## src/rtl/tt3_pkg.sv

```systemverilog
// Shared types and constants for the 3-input truth-table sweeper.
package tt3_pkg;

  typedef enum logic [2:0] {
    IDLE,
    APPLY,
    CAPTURE,
    NEXT,
    DONE
  } tt3_state_t;

  localparam int unsigned TT3_ROWS = 8;
  localparam logic [7:0] TT3_DEFAULT_CODE = 8'h78;

  // Row index to {in1,in2,in3}; row bit 2 drives in1.
  function automatic logic [2:0] tt3_row_inputs(input logic [2:0] row);
    return row;
  endfunction

endpackage

```

## src/rtl/tt3_sweep_if.sv

```systemverilog
// Sweeper-to-circuit signal bundle; master is the sweeper side.
interface tt3_sweep_if;
  logic       start;
  logic       loop;
  logic       dut_out;
  logic       in1;
  logic       in2;
  logic       in3;
  logic       busy;
  logic       done;
  logic [7:0] captured;
  logic       match;
  logic [7:0] mismatch_mask;

  modport master (
    input  start, loop, dut_out,
    output in1, in2, in3, busy, done, captured, match, mismatch_mask
  );

  modport slave (
    output start, loop, dut_out,
    input  in1, in2, in3, busy, done, captured, match, mismatch_mask
  );
endinterface

```

## src/rtl/tt3_sync2.sv

```systemverilog
// Two-flop synchronizer with asynchronous active-high clear.
module tt3_sync2 (
  input  logic clk,
  input  logic rst,
  input  logic d,
  output logic q
);
  logic meta;

  always_ff @(posedge clk or posedge rst) begin
    if (rst) begin
      meta <= 1'b0;
      q    <= 1'b0;
    end else begin
      meta <= d;
      q    <= meta;
    end
  end
endmodule

```

## src/rtl/tt3_sweep.sv

```systemverilog
// Drives all eight input rows of a 3-input circuit, samples its output
// after a settle window and compares the measured code with EXPECTED.
module tt3_sweep
  import tt3_pkg::*;
#(
  parameter logic [7:0]  EXPECTED = TT3_DEFAULT_CODE,
  parameter int unsigned SETTLE   = 4
) (
  input logic         clk,
  input logic         rst,
  tt3_sweep_if.master bus
);
  localparam int unsigned   CW        = $clog2(SETTLE + 3);
  localparam logic [CW-1:0] HOLD_LAST = CW'(SETTLE);
  localparam logic [2:0]    ROW_LAST  = 3'(TT3_ROWS - 1);

  tt3_state_t    state, state_next;
  logic [CW-1:0] cnt;
  logic [2:0]    row;
  logic [7:0]    shift;
  logic          sample;
  logic          sweep_begin;
  logic          busy_d;
  logic          done_d;

  tt3_sync2 u_sync (
    .clk (clk),
    .rst (rst),
    .d   (bus.dut_out),
    .q   (sample)
  );

  always_ff @(posedge clk or posedge rst) begin
    if (rst) begin
      state    <= IDLE;
      bus.busy <= 1'b0;
      bus.done <= 1'b0;
    end else begin
      state    <= state_next;
      bus.busy <= busy_d;
      bus.done <= done_d;
    end
  end

  // APPLY holds SETTLE+1 cycles and CAPTURE one more, giving SETTLE+2 per
  // row; NEXT adds the single gap cycle between the last capture and DONE.
  always_comb begin
    state_next = state;
    case (state)
      IDLE:    if (bus.start) state_next = APPLY;
      APPLY:   if (cnt == HOLD_LAST) state_next = CAPTURE;
      CAPTURE: state_next = (row == ROW_LAST) ? NEXT : APPLY;
      NEXT:    state_next = DONE;
      DONE:    state_next = bus.loop ? APPLY : IDLE;
      default: state_next = IDLE;
    endcase
  end

  always_comb begin
    sweep_begin = (state_next == APPLY) && ((state == IDLE) || (state == DONE));
    done_d      = (state_next == DONE);
    busy_d      = (state_next == APPLY) || (state_next == CAPTURE) ||
                  (state_next == NEXT)  || ((state_next == DONE) && bus.loop);
  end

  always_ff @(posedge clk or posedge rst) begin
    if (rst) begin
      cnt                         <= '0;
      row                         <= '0;
      shift                       <= '0;
      {bus.in1, bus.in2, bus.in3} <= '0;
      bus.captured                <= '0;
      bus.match                   <= (EXPECTED == 8'h00);
      bus.mismatch_mask           <= EXPECTED;
    end else begin
      if (sweep_begin) begin
        cnt                         <= '0;
        row                         <= '0;
        shift                       <= '0;
        {bus.in1, bus.in2, bus.in3} <= tt3_row_inputs(3'd0);
      end else if (state == APPLY) begin
        cnt <= cnt + 1'b1;
      end else if (state == CAPTURE) begin
        shift <= {shift[6:0], sample};
        cnt   <= '0;
        if (row != ROW_LAST) begin
          row                         <= row + 3'd1;
          {bus.in1, bus.in2, bus.in3} <= tt3_row_inputs(row + 3'd1);
        end
      end else if (state == DONE) begin
        {bus.in1, bus.in2, bus.in3} <= tt3_row_inputs(3'd0);
      end

      if (state == NEXT) begin
        bus.captured      <= shift;
        bus.match         <= (shift == EXPECTED);
        bus.mismatch_mask <= shift ^ EXPECTED;
      end
    end
  end
endmodule

```

## src/flat_wrapper.sv

```systemverilog
// flat-port wrapper written by rule: the top's interface ports become plain ports
module tt3_sweep_flat import tt3_pkg::*;
#(
  parameter logic [7:0]  EXPECTED = TT3_DEFAULT_CODE,
  parameter int unsigned SETTLE   = 4
)
  (clk, rst, bus_start, bus_loop, bus_dut_out, bus_in1, bus_in2, bus_in3, bus_busy, bus_done, bus_captured, bus_match, bus_mismatch_mask);
  tt3_sweep_if bus_i ();
  input logic clk;
  input logic rst;
  input wire logic [$bits(bus_i.start)-1:0] bus_start;
  input wire logic [$bits(bus_i.loop)-1:0] bus_loop;
  input wire logic [$bits(bus_i.dut_out)-1:0] bus_dut_out;
  output wire logic [$bits(bus_i.in1)-1:0] bus_in1;
  output wire logic [$bits(bus_i.in2)-1:0] bus_in2;
  output wire logic [$bits(bus_i.in3)-1:0] bus_in3;
  output wire logic [$bits(bus_i.busy)-1:0] bus_busy;
  output wire logic [$bits(bus_i.done)-1:0] bus_done;
  output wire logic [$bits(bus_i.captured)-1:0] bus_captured;
  output wire logic [$bits(bus_i.match)-1:0] bus_match;
  output wire logic [$bits(bus_i.mismatch_mask)-1:0] bus_mismatch_mask;
  assign bus_i.start = bus_start;
  assign bus_i.loop = bus_loop;
  assign bus_i.dut_out = bus_dut_out;
  assign bus_in1 = bus_i.in1;
  assign bus_in2 = bus_i.in2;
  assign bus_in3 = bus_i.in3;
  assign bus_busy = bus_i.busy;
  assign bus_done = bus_i.done;
  assign bus_captured = bus_i.captured;
  assign bus_match = bus_i.match;
  assign bus_mismatch_mask = bus_i.mismatch_mask;
  tt3_sweep #(.EXPECTED(EXPECTED), .SETTLE(SETTLE)) u_core (.clk(clk), .rst(rst), .bus(bus_i));
endmodule
```

## config.mk

```make
export PLATFORM = sky130hd
export DESIGN_NAME = tt3_sweep_flat
export DESIGN_NICKNAME = d
export VERILOG_FILES = /design/src/rtl/tt3_pkg.sv /design/src/rtl/tt3_sweep_if.sv /design/src/rtl/tt3_sync2.sv /design/src/rtl/tt3_sweep.sv /design/src/flat_wrapper.sv
export SDC_FILE = /design/constraint.sdc
export NUM_CORES = 1
export LEC_CHECK = 0
export ABC_AREA = 1
export CAP_MARGIN = 25
export CORE_ASPECT_RATIO = 1.25
export CORE_MARGIN = 1.5
export CORE_UTILIZATION = 55
export CTS_BUF_LIST = sky130_fd_sc_hd__clkbuf_4 sky130_fd_sc_hd__clkbuf_8 sky130_fd_sc_hd__clkbuf_16
export CTS_CLUSTER_SIZE = 12
export DETAILED_ROUTE_END_ITERATION = 8
export GPL_TIMING_DRIVEN = 0
export MAX_ROUTING_LAYER = met4
export PLACE_DENSITY = 0.83
export SYNTH_ARGS = -nofsm -noshare
export SYNTH_HDL_FRONTEND = slang
export SYNTH_SLANG_ARGS = --single-unit
export TNS_END_PERCENT = 100
```

## constraint.sdc

```tcl
create_clock -name clk -period 3.35 [get_ports clk]
set_input_delay 0.5025 -clock clk [delete_from_list [all_inputs] [get_ports clk]]
set_output_delay 0.5025 -clock clk [all_outputs]
set_load 0.01 [all_outputs]
```

==> impl_metrics.json, run 1 <==
{
  "cts.path.max_buffers": 2,
  "grt_usage_pct": 23.9,
  "setup_violations": 0,
  "yosys.area.top_type": "dfrtp_1",
  "dp.cells": 221,
  "ant_nets": 0,
  "grt_max_degree": 22,
  "stdcell_count": 229,
  "synth-warning-count": 0,
  "hold_viol_final": 0,
  "placed_cell_area_mm2": 0.00189,
  "startpoint_type": "flip-flop",
  "max_stage_delay_ns": 0.54,
  "routabilityCongestion": 0.844,
  "total_power_uw": 730,
  "core_area_mm2": 0.00268,
  "async_flop_share_pct": 100,
  "slew_headroom_pct": 43.9,
  "yosys.cell_count.top_type": "nand2_1",
  "critical_path_class": "flip-flop to output pin",
  "final_core_util_pct": 72.6,
  "crit_family": "flip-flops",
  "rsz0062_at_grt": "no",
  "crit_path_max_fanout": 2,
  "post_drt_wl_per_cell_um": 13.4,
  "worst_clock_skew_ns": 0.00531,
  "synth-main-ff-cell": "dfrtp_1",
  "power.leakage_uw": 0.000876,
  "synth_area_per_cell_um2": 9.72,
  "htree_levels": 2,
  "wl_mm": 3.08,
  "grt.overflow.total": 0,
  "drc": 0,
  "worstPathArrival_ns": 1.40,
  "worstPathRequired_ns": 2.85,
  "final_nets": 203,
  "peakVddDrop_mv": 0.294,
  "cts_tree": "done",
  "rr_worst_depth": 8,
  "cts_resized": 0,
  "cp_cell_sequence": "clkdlybuf4s50_1",
  "post-cts-setup-buffers": 0,
  "path_depth": 1,
  "syn_nets": 169,
  "netlist_area_mm2": 0.00156,
  "clock_latency_ns": 0.33,
  "cts_num_sinks": 37,
  "holdBufCountCts": 0,
  "root_buffer": "clkbuf_4",
  "n_antenna_cell": 0,
  "slowest_stage": "dfstp_2",
  "status": "finished clean",
  "place_hpwl_mm": 2.36,
  "hold_path.class": "flip-flop to flip-flop",
  "ys_top_cells_by_area": "dfrtp_1 (53%), nand2_1 (8.9%), dfstp_2 (6.8%), o21ai_0 (6.8%), nand3_1 (5.1%)",
  "die-area_mm2": 0.00316,
  "crit_buf_inv": 1,
  "vias_per_cell": 5.23,
  "end_kind": "output pin",
  "synth_edf_count": 0,
  "die_x_um": 50.6,
  "ys_top_cells_by_count": "nand2_1 (37), dfrtp_1 (33), o21ai_0 (21), inv_1 (17), nand3_1 (16)",
  "drt_iter0_markers": 39,
  "pin_count": 27,
  "cts_buffers": 5,
  "drv_slew": 0,
  "rows": 21,
  "clk_pin_slew_ns": 0.10,
  "r2r_slack_ns": 1.76,
  "antenna_found_initial": 0,
  "postLayoutCellArea_mm2": 0.00195,
  "crit_path_start": "u_core.bus.mismatch_mask[4]$_DFFE_PP1N_",
  "cp-endpoint": "bus_mismatch_mask[4]",
  "initial_core_util_pct": 58.0,
  "dr.pass1.iters": 4,
  "finalWorstPathRequiredPeriod_ns": 1.90,
  "ys_types": 20,
  "syn_to_final_growth_pct": 25.1,
  "maxCapViolCount": 0,
  "die_h_um": 62.5,
  "synth_top_area_share_pct": 53.1,
  "synth_seq_area_share_pct": 59.9,
  "grt_pass1_vias": 1305,
  "final.setup.tns_ns": 0,
  "r2r_start": "u_core.cnt[0]$_DFFE_PP0P_",
  "powerDensity_mw_per_mm2": 375,
  "synth_seq_cells": 37,
  "worst_pin_slew_ns": 0.841,
  "vias": 1198,
  "final_layout_size_suffix_gt1_share_pct": 13.3,
  "synthCells": 160,
  "reg2reg_to": "u_core.shift[6]$_DFFE_PP0P_",
  "timing.fmax_mhz": 526,
  "final.period_utilization_pct": 56.8,
  "grt_pass1_wl_mm": 5.51,
  "portBuffers": 26
}
-- sequential cells by signal, indices dropped and copies added (netlist names) --
| register | flops |
|---|---|
| u_core.bus.busy | 1 |
| u_core.bus.captured | 4 |
| u_core.bus.done | 1 |
| u_core.bus.in1 | 1 |
| u_core.bus.in2 | 1 |
| u_core.bus.in3 | 1 |
| u_core.bus.match | 1 |
| u_core.bus.mismatch_mask | 8 |
| u_core.cnt | 3 |
| u_core.row | 3 |
| u_core.shift | 8 |
| u_core.state | 3 |
| u_core.u_sync.meta | 1 |
| u_core.u_sync.q | 1 |
-- layout by cell type, fill, tap and decap left out --
master	instances
nor2_2	1
nand2_1	37
clkbuf_4	8
xnor2_1	1
clkbuf_1	2
nand3_2	1
ha_1	4
dfrtp_1	33
nand2_2	2
nor3b_1	1
nor2_1	6
buf_6	1
dfstp_2	4
buf_4	5
clkdlybuf4s50_1	26
nor4_1	2
nand3_1	16
o21ai_2	2
inv_1	17
o21ai_0	21
o211ai_1	3
nor3_2	1
buf_16	1
-- area by class of cell --
type,instances,area (um2)
sequential,37,931
fill,230,734
multi-input combinational,98,504
timing repair buffer,27,288
inverter,17,63.8
clock buffer,8,60.1
buffer,8,56.3
tap,34,42.5
-- per-stage QoR --
step | worst slack [ns] | hold WS [ns]
global placement | 1.26 | 0.335
global route | 1.40 | 0.377
floorplan | 2.02 | 0.331
finish | 1.45 | 0.370
detailed placement | 1.41 | 0.350
CTS | 1.44 | 0.373
-- metal layers --
| metal | global-route usage (%) | wire (um) | vias up |
|---|---|---|---|
| met5 | - | 0 | - |
| met4 | 11.8 | 80 | 0 |
| met3 | 5.50 | 122 | 9 |
| met2 | 39.6 | 1610 | 32 |
| met1 | 26.6 | 1270 | 574 |
| li1 | - | - | 583 |
-- worst min-delay path by stage --
stage	startpoint	to	depth (start not counted)	slack, ns
floorplan	u_core.u_sync.meta$_DFF_PP0_	u_core.u_sync.q$_DFF_PP0_	0	0.33
global route	u_core.u_sync.meta$_DFF_PP0_	u_core.u_sync.q$_DFF_PP0_	0	0.38
CTS	u_core.u_sync.meta$_DFF_PP0_	u_core.u_sync.q$_DFF_PP0_	0	0.37
global placement	u_core.u_sync.meta$_DFF_PP0_	u_core.u_sync.q$_DFF_PP0_	0	0.33
finish	u_core.u_sync.meta$_DFF_PP0_	u_core.u_sync.q$_DFF_PP0_	0	0.37
detailed placement	u_core.u_sync.meta$_DFF_PP0_	u_core.u_sync.q$_DFF_PP0_	0	0.35
-- cell families after synthesis --
group / synth area share (%)
AND/OR/NAND/NOR: 19.3
flip-flops: 59.9
AO/OA/AOI/OAI: 9.33
buffers and inverters: 7.72
adder cells (fa/ha/maj): 3.22
XOR/XNOR: 0.563
-- report_power, final --
| part | switching (uW) | total [uW] | leakage [uW] | internal (uW) |
|---|---|---|---|---|
| clock | 135 | 243 | 0.0000368 | 108 |
| sequential | 4.49 | 458 | 0.000439 | 454 |
| combinational | 16.4 | 28.1 | 0.000400 | 11.8 |
| total | 156 | 730 | 0.000876 | 574 |
(Power assumes the default switching activity.)
==> inputs of run 2 (changes only) <==
Settings changed: CORE_UTILIZATION 55 to 51, PLACE_DENSITY 0.83 to 0.77.
Clock period 3.35 ns to 1.8 ns, I/O delays scaled along.
==> impl_metrics.json, run 2 (synthesis gave the netlist of run 1 again) <==
{
  "status": "finished clean",
  "root_buffer": "clkbuf_4",
  "critical_path_class": "flip-flop to output pin",
  "finalWorstPathRequiredPeriod_ns": 1.68,
  "crit_family": "flip-flops",
  "final_nets": 203,
  "multi_input_area_um2": 504,
  "final.setup.tns_ns": 0,
  "reg2reg_to": "u_core.shift[6]$_DFFE_PP0P_",
  "htree_levels": 2,
  "hold_path.class": "input pin to async pin",
  "grt.overflow.total": 0,
  "end_kind": "output pin",
  "final_core_util_pct": 67.8,
  "drv_slew": 0,
  "final_common_cell": "nand2_1",
  "initial_core_util_pct": 53.3,
  "ant_nets": 0,
  "grt_pass1_wl_mm": 5.15,
  "timing.fmax_mhz": 595,
  "max_stage_delay_ns": 0.55,
  "core_area_mm2": 0.00292,
  "nFillCells": 248,
  "drt_iter0_markers": 33,
  "slowest_stage": "dfstp_2",
  "cts_tree": "done",
  "cts.path.max_buffers": 2,
  "rows": 22,
  "r2r_slack_ns": 0.27,
  "peakVddDrop_mv": 0.748,
  "slew_headroom_pct": 62.6,
  "powerDensity_mw_per_mm2": 765,
  "crit_path_max_fanout": 2,
  "mostFrequentLayoutCells": "nand2_1 (37), dfrtp_1 (33), clkdlybuf4s50_1 (26), o21ai_0 (21), inv_1 (17)",
  "startpoint_type": "flip-flop",
  "grt_usage_pct": 21.4,
  "worst_clock_skew_ns": 0.0102,
  "worstPathRequired_ns": 1.53,
  "reg.largest.list": "u_core.bus.mismatch_mask: 8 flops, u_core.shift: 8 flops, u_core.bus.captured: 4 flops",
  "cts_buffers": 5,
  "drc": 0,
  "grt_max_degree": 26,
  "post_drt_wl_per_cell_um": 12.7,
  "hold_viol_final": 0,
  "ff_latch_area_um2": 931,
  "vias": 1199,
  "wl_mm": 2.93,
  "rr_worst_depth": 8,
  "place_hpwl_mm": 2.24,
  "grt_pass1_vias": 1233,
  "final_layout_size_suffix_gt1_share_pct": 13.3,
  "post-cts-setup-buffers": 0,
  "crit_path_start": "u_core.bus.mismatch_mask[4]$_DFFE_PP1N_",
  "cts_resized": 0,
  "r2r_start": "u_core.cnt[0]$_DFFE_PP0P_",
  "clock_latency_ns": 0.34,
  "syn_to_final_growth_pct": 27.1,
  "routabilityCongestion": 0.821,
  "antenna_found_initial": 0,
  "die-area_mm2": 0.00339,
  "vias_per_cell": 5.19,
  "worstPathArrival_ns": 1.41,
  "rsz0062_at_grt": "no",
  "holdBufCountCts": 0,
  "clk_pin_slew_ns": 0.11,
  "n_antenna_cell": 0,
  "power.leakage_uw": 0.000888,
  "cts_num_sinks": 37,
  "setup_violations": 0,
  "final.period_utilization_pct": 93.4,
  "die_x_um": 52.4,
  "maxCapViolCount": 0,
  "die_h_um": 64.7,
  "pin_count": 27,
  "dr.pass1.iters": 4,
  "crit_buf_inv": 1,
  "worst_pin_slew_ns": 0.560,
  "portBuffers": 26,
  "cp_cell_sequence": "clkdlybuf4s50_1"
}
==> run 2: changes by cell type in the layout (fill, tap and decap cells not counted) <==
cell	delta
bufinv_16	+1
clkbuf_4	-2
clkbuf_8	+1
==> run 2: worst max path at each step <==
stage / cells after the start / end
final: 1 / bus_mismatch_mask[4]
after global routing: 1 / bus_mismatch_mask[3]
after CTS: 1 / bus_mismatch_mask[4]
after detailed placement: 6 / u_core.shift[6]$_DFFE_PP0P_
after global placement: 2 / u_core.u_sync.meta$_DFF_PP0_
after floorplan: 9 / u_core.row[0]$_DFFE_PP0P_
==> run 2: cell type report <==
type	instances	share of cell area, %
Clock inverter	1	1.52
Timing Repair Buffer	27	14.6
Inverter	17	3.23
Multi-Input combinational cell	98	25.5
Tap cell	36	2.28
Buffer	8	2.85
Clock buffer	7	2.97
Sequential cell	37	47.1
==> run 2: stage by stage <==
stage | total power (uW) | cells | instance area [um2] | setup WS [ns] | hold WS [ns]
floorplan | 895 | 160 | 1560 | 0.467 | 0.301
global placement | 912 | 222 | 1860 | -0.0467 | 0.332
detailed placement | 922 | 223 | 1890 | 0.152 | 0.342
CTS | 1530 | 231 | 1980 | 0.0990 | 0.273
global route | 1570 | 231 | 1980 | 0.0714 | 0.352
finish | 1510 | 231 | 1980 | 0.119 | 0.271
==> run 2: power by group <==
group          internal (uW)  switching [uW]  total [uW]  leakage, uW
Sequential               845            8.39         853     0.000439
Combinational           21.9            29.9        51.8     0.000400
Clock                    347             260         607    0.0000489
Total                   1210             298        1510     0.000888
==> run 2: metal layers <==
layer | global-route usage [%] | vias up | part of all wire, %
met4 | 10.6 | 0 | 1.8
met2 | 35.3 | 28 | 54
met5 | - | - | 0
met1 | 24.0 | 583 | 41
met3 | 5.07 | 5 | 3.5
li1 | - | 583 | -
